--- config.mk ---
export PLATFORM = sky130hd
export DESIGN_NAME = bus_receiver
export DESIGN_NICKNAME = d
export VERILOG_FILES = /design/src/rtl/bus_receiver.sv
export SDC_FILE = /design/constraint.sdc
export NUM_CORES = 1
export LEC_CHECK = 0
export CORE_MARGIN = 8
export CORE_UTILIZATION = 51
export DETAILED_ROUTE_END_ITERATION = 12
export HOLD_SLACK_MARGIN = 0.12
export PLACE_DENSITY = 0.76
export SLEW_MARGIN = 20
export SYNTH_ARGS = -nofsm -noshare
export SYNTH_HDL_FRONTEND = slang
export SYNTH_SLANG_ARGS = --single-unit
--- constraint.sdc ---
create_clock -name clk -period 1.84 [get_ports clk]
set_input_delay 0.184 -clock clk [delete_from_list [all_inputs] [get_ports clk]]
set_output_delay 0.184 -clock clk [all_outputs]
set_load 0.03 [all_outputs]
--- src/rtl/bus_receiver.sv ---
// Byte-serial request bus receiver: assembles NBEATS-beat frames into {cmd, addr} words,
// buffers them in a small FIFO and issues bus_ready credit. Optional BUS_RX_ERRCNT_EN adds an error counter.
module bus_receiver #(
  parameter int ADDRW = 24,
  parameter int DEPTH = 2
) (
  input  logic             clk,
  input  logic             rst_n,
  input  logic [7:0]       data_in,
  input  logic             valid_in,
  output logic             bus_ready,
  output logic             word_valid,
  input  logic             word_ready,
  output logic [ADDRW-1:0] addr_out,
  output logic [7:0]       cmd_out,
  output logic             frame_err
`ifdef BUS_RX_ERRCNT_EN
  ,
  input  logic             err_clr,
  output logic [7:0]       err_cnt
`endif
);

  localparam int NBEATS = ADDRW / 8 + 1;
  localparam int WW     = ADDRW + 8;
  localparam int BW     = $clog2(NBEATS);
  localparam int PW     = $clog2(DEPTH);
  localparam int CW     = $clog2(DEPTH + 1);

  logic [BW-1:0] beat_cnt;
  logic [WW-1:0] asm_q;
  logic [WW-1:0] word_in;
  logic [WW-1:0] mem [DEPTH];
  logic [WW-1:0] head;
  logic [PW-1:0] rd_ptr;
  logic [PW-1:0] wr_ptr;
  logic [CW-1:0] count;
  logic [CW:0]   occ;
  logic          frame_err_q;
  logic          last_beat;
  logic          short_frame;
  logic          push;
  logic          pop;
  logic          full;
  logic          push_ok;
  logic          overflow;
  logic          pending;

  function automatic logic [PW-1:0] ptr_inc(input logic [PW-1:0] p);
    return (p == PW'(DEPTH - 1)) ? '0 : p + 1'b1;
  endfunction

  // The word pushed on the last beat must include the byte arriving that cycle.
  always_comb begin
    word_in = asm_q;
    word_in[{beat_cnt, 3'b000} +: 8] = data_in;
  end

  assign last_beat   = valid_in && (beat_cnt == BW'(NBEATS - 1));
  assign short_frame = !valid_in && (beat_cnt != '0);
  assign push        = last_beat;
  assign pop         = word_valid && word_ready;
  assign full        = (count == CW'(DEPTH));
  assign push_ok     = push && (!full || pop);
  assign overflow    = push && full && !pop;

  // Credit reserves a slot for the frame in flight, so only valid_in (never data_in) feeds it.
  assign pending   = (beat_cnt != '0) || valid_in;
  assign occ       = {1'b0, count} + (CW + 1)'(pending);
  assign bus_ready = (occ < (CW + 1)'(DEPTH));

  assign head       = mem[rd_ptr];
  assign word_valid = (count != '0);
  assign addr_out   = head[ADDRW-1:0];
  assign cmd_out    = head[WW-1:ADDRW];
  assign frame_err  = frame_err_q;

  always_ff @(posedge clk or negedge rst_n) begin
    if (!rst_n) begin
      beat_cnt    <= '0;
      asm_q       <= '0;
      rd_ptr      <= '0;
      wr_ptr      <= '0;
      count       <= '0;
      frame_err_q <= 1'b0;
      for (int i = 0; i < DEPTH; i++) mem[i] <= '0;
    end else begin
      if (valid_in) begin
        asm_q    <= word_in;
        beat_cnt <= last_beat ? '0 : beat_cnt + 1'b1;
      end else if (short_frame) begin
        asm_q    <= '0;
        beat_cnt <= '0;
      end

      frame_err_q <= short_frame || overflow;

      if (push_ok) begin
        mem[wr_ptr] <= word_in;
        wr_ptr      <= ptr_inc(wr_ptr);
      end
      if (pop) rd_ptr <= ptr_inc(rd_ptr);

      case ({push_ok, pop})
        2'b10:   count <= count + 1'b1;
        2'b01:   count <= count - 1'b1;
        default: count <= count;
      endcase
    end
  end

`ifdef BUS_RX_ERRCNT_EN
  always_ff @(posedge clk or negedge rst_n) begin
    if (!rst_n)
      err_cnt <= '0;
    else if (err_clr)
      err_cnt <= '0;
    else if (frame_err_q && (err_cnt != 8'hFF))
      err_cnt <= err_cnt + 1'b1;
  end
`endif

endmodule
==> flow_summary_export.csv <==
group,metric,value,unit
detailed_routing,drtAntennaViolNets,0,
run_status,status,"finished with violations",
finish,syn_to_final_growth,28.5,%
global_routing,antenna_found_initial,0,
yosys,ys_ff_latch,95,
timing,rsz0062_at_grt,"true",
yosys,synth_top_area_frac,0.520,
timing,setup_viol_count_final,5,
timing,slew_viol_final,0,
global_routing,grt_start_max_net_pins,47,
yosys,avgSynthCellArea,12.9,um^2
run_status,failed_checks,"negative setup slack",
floorplan,die-area,12300,um^2
finish,fin_nets,443,
floorplan,core_area,8720,um^2
floorplan,die_width,111,um
floorplan,start_util,0.524,
detailed_routing,via_per_inst,5.69,
detailed_routing,drc,0,
timing,layout_setup_ws,-29.0,ps
yosys,syn-cell-area,4570,um^2
power_and_ir_drop,powerDensity,1230,nW/um^2
detailed_routing,dr.pass1.iters,4,
timing,final.period_utilization,1.02,
detailed_routing,num_vias,3063,
cts,clkTransAtPathRegs,90,ps
yosys,synthCells,355,
floorplan,core.rowCount,34,
timing,worst_pin_slew,408,ps
placed_design,dp_hpwl,6.81,mm
cts,cts_buffers,9,
min_path,hp-class,"input pin to asynchronous set/reset pin",
floorplan,io_pins,47,
timing,whs,258,ps
placed_design,preCtsSetupSlack,-109,ps
finish,fin_cells,538,
placed_design,dp.cells,509,
setup_path,path_max_fanout,8,
timing,relSlewSlack,0.727,
finish,finalCoreUtilization,0.674,
detailed_routing,wl_per_cell,19.2,um
cts,cts_tree,"built",
setup_path,endpoint_kind,"flip-flop",
global_routing,grt_usage,0.165,
cts,clock_sinks,95,
finish,layout_common_cells,"dfrtp_1 (94), mux2_2 (88), buf_4 (43)",
cts,worstSkewPairLatency,360,ps
setup_path,arrival,2170,ps
global_routing,first_global_vias,3216,
power_and_ir_drop,ir_drop,0.745,mV
cts,htreeDepth,3,
yosys,syn_nets,373,
timing,finalCriticalPeriod,1870,ps
global_routing,grt_pass1_wl,16.6,mm
timing,max_freq,535,MHz
setup_path,path_class,"flip-flop to flip-flop",
setup_path,worstPathRequired,2140,ps
setup_path,start_kind,"flip-flop",
yosys,synth_cell_types,35,
power_and_ir_drop,p_leak,2.78,nW
power_and_ir_drop,report.power.total,0.00723,W
run,maxCapViolCount,0,
finish,drive_gt1_frac,0.521,
detailed_routing,drtIter0Drc,163,
cts,cts_max_path_buffers,2,
finish,n_antenna_cell,0,
yosys,ys_top_cells_by_area,"dfrtp_1 (52%), mux2_2 (23%), a22o_1 (5.9%)",
placed_design,place.gp.congestion,0.826,
yosys,ys_seq_area_frac,0.520,
timing,skew,13.3,ps
placed_design,io_buffer_count,46,
yosys,synth_top_area_cell,"dfrtp_1",
detailed_routing,drt-total-wl,10.3,mm
floorplan,fp.dieH,111,um
yosys,yosys_warnings,0,
cts,cts-root-buf,"clkbuf_8",
timing,hold_viol_final,0,
finish,layout_commonest_cell,"dfrtp_1",
global_routing,grt-ovfl-total,0,
[through the flow]
step | TNS (ps) | cell area, um^2
2_1_floorplan | 0 | 4580
3_3_place_gp | -971 | 5300
3_5_place_dp | -2660 | 5300
4_1_cts | -2.26 | 5600
5_1_grt | -1490 | 5870
6_report | -64.2 | 5870
[per-layer routing]
layer / GRT usage / share of wire / vias up
li1: - / - / 1407
met5: 0 / 0 / -
met4: 0.0586 / 0.019 / 0
met1: 0.202 / 0.44 / 1578
met2: 0.270 / 0.50 / 64
met3: 0.0460 / 0.043 / 14
[cells in the mapped netlist]
cell type	number
or3b_1	1
o22ai_2	8
mux2_1	3
or2_2	2
nor2b_1	3
xnor2_1	3
o22ai_1	8
buf_1	1
clkbuf_1	14
nand2_1	11
mux2_2	93
and2_1	1
xor2_1	2
buf_2	8
nand3_1	9
nand2b_1	1
dfrtp_1	95
a22o_1	31
nor4bb_1	1
o41ai_1	1
a21oi_1	1
inv_2	1
o21ai_0	2
o31ai_1	1
nor3b_1	1
nor3b_4	2
nand3b_1	1
nor3_4	1
buf_4	2
nor2_1	9
ha_1	6
and3_1	8
or4b_1	1
inv_1	19
buf_6	4
[flip-flops by register name (all words and copies together) (netlist names)]
register and flops:
mem 64, frame_err 1, beat_cnt 2, wr_ptr 1, count 2, rd_ptr 1
asm_q 24
[layout make-up]
class	count	area, um^2
fill	588	2850
sequential	95	2380
multi-input combinational	211	2200
timing repair buffer	88	905
clock buffer	11	151
tap	108	135
inverter	20	75.1
clock inverter	5	31.3
[path summary, 6_finish.rpt]
check | from | to | slack [ps] | cells after the start
max reg2reg | beat_cnt[0]$_DFFE_PN0P_ | mem[54]$_DFFE_PN0P_ | -30 | 7
max | beat_cnt[0]$_DFFE_PN0P_ | mem[54]$_DFFE_PN0P_ | -30 | 7
min | rst_n | count[0]$_DFFE_PN0P_ | 260 | 2
max in group asynchronous | rst_n | asm_q[11]$_DFFE_PN0P_ | 900 | 3
min in group clk | mem[15]$_DFFE_PN0P_ | mem[15]$_DFFE_PN0P_ | 490 | 1
min reg2reg | mem[15]$_DFFE_PN0P_ | mem[15]$_DFFE_PN0P_ | 490 | 1
[worst max-delay path: stages (launching register included)]
cell and delay [ps]:
dfrtp_1 430, inv_2 140, buf_6 120, ha_4 120, or4b_4 470, buf_12 170
o22ai_2 170, mux2_2 190
[kinds of logic after synthesis]
kind of cell / Yosys count / share of synthesized area
muxes: 96 / 0.236
buffers and inverters: 49 / 0.0506
and+or+nand+nor: 52 / 0.0681
adders and majority gates: 6 / 0.0164
AOI/OAI and AO/OA: 52 / 0.0990
xor gates and xnor gates: 5 / 0.00958
DFF: 95 / 0.520
[what timing repair did]
item	CTS	global route
hold buffers	1	0
resized for setup	73	35
buffers inserted	5	7
endpoints found under the setup margin	86	103
endpoints found under the hold margin	69	0
gates cloned	0	1
pin swaps	3	9
[power by group]
group / leakage, nW / switching [W] / internal [W]
Combinational: 1.37 / 0.00167 / 0.00161
Clock: 0.0955 / 0.000693 / 0.000563
Sequential: 1.31 / 0.000246 / 0.00244
Total: 2.78 / 0.00261 / 0.00462
Power figures use the tool's default switching activity.
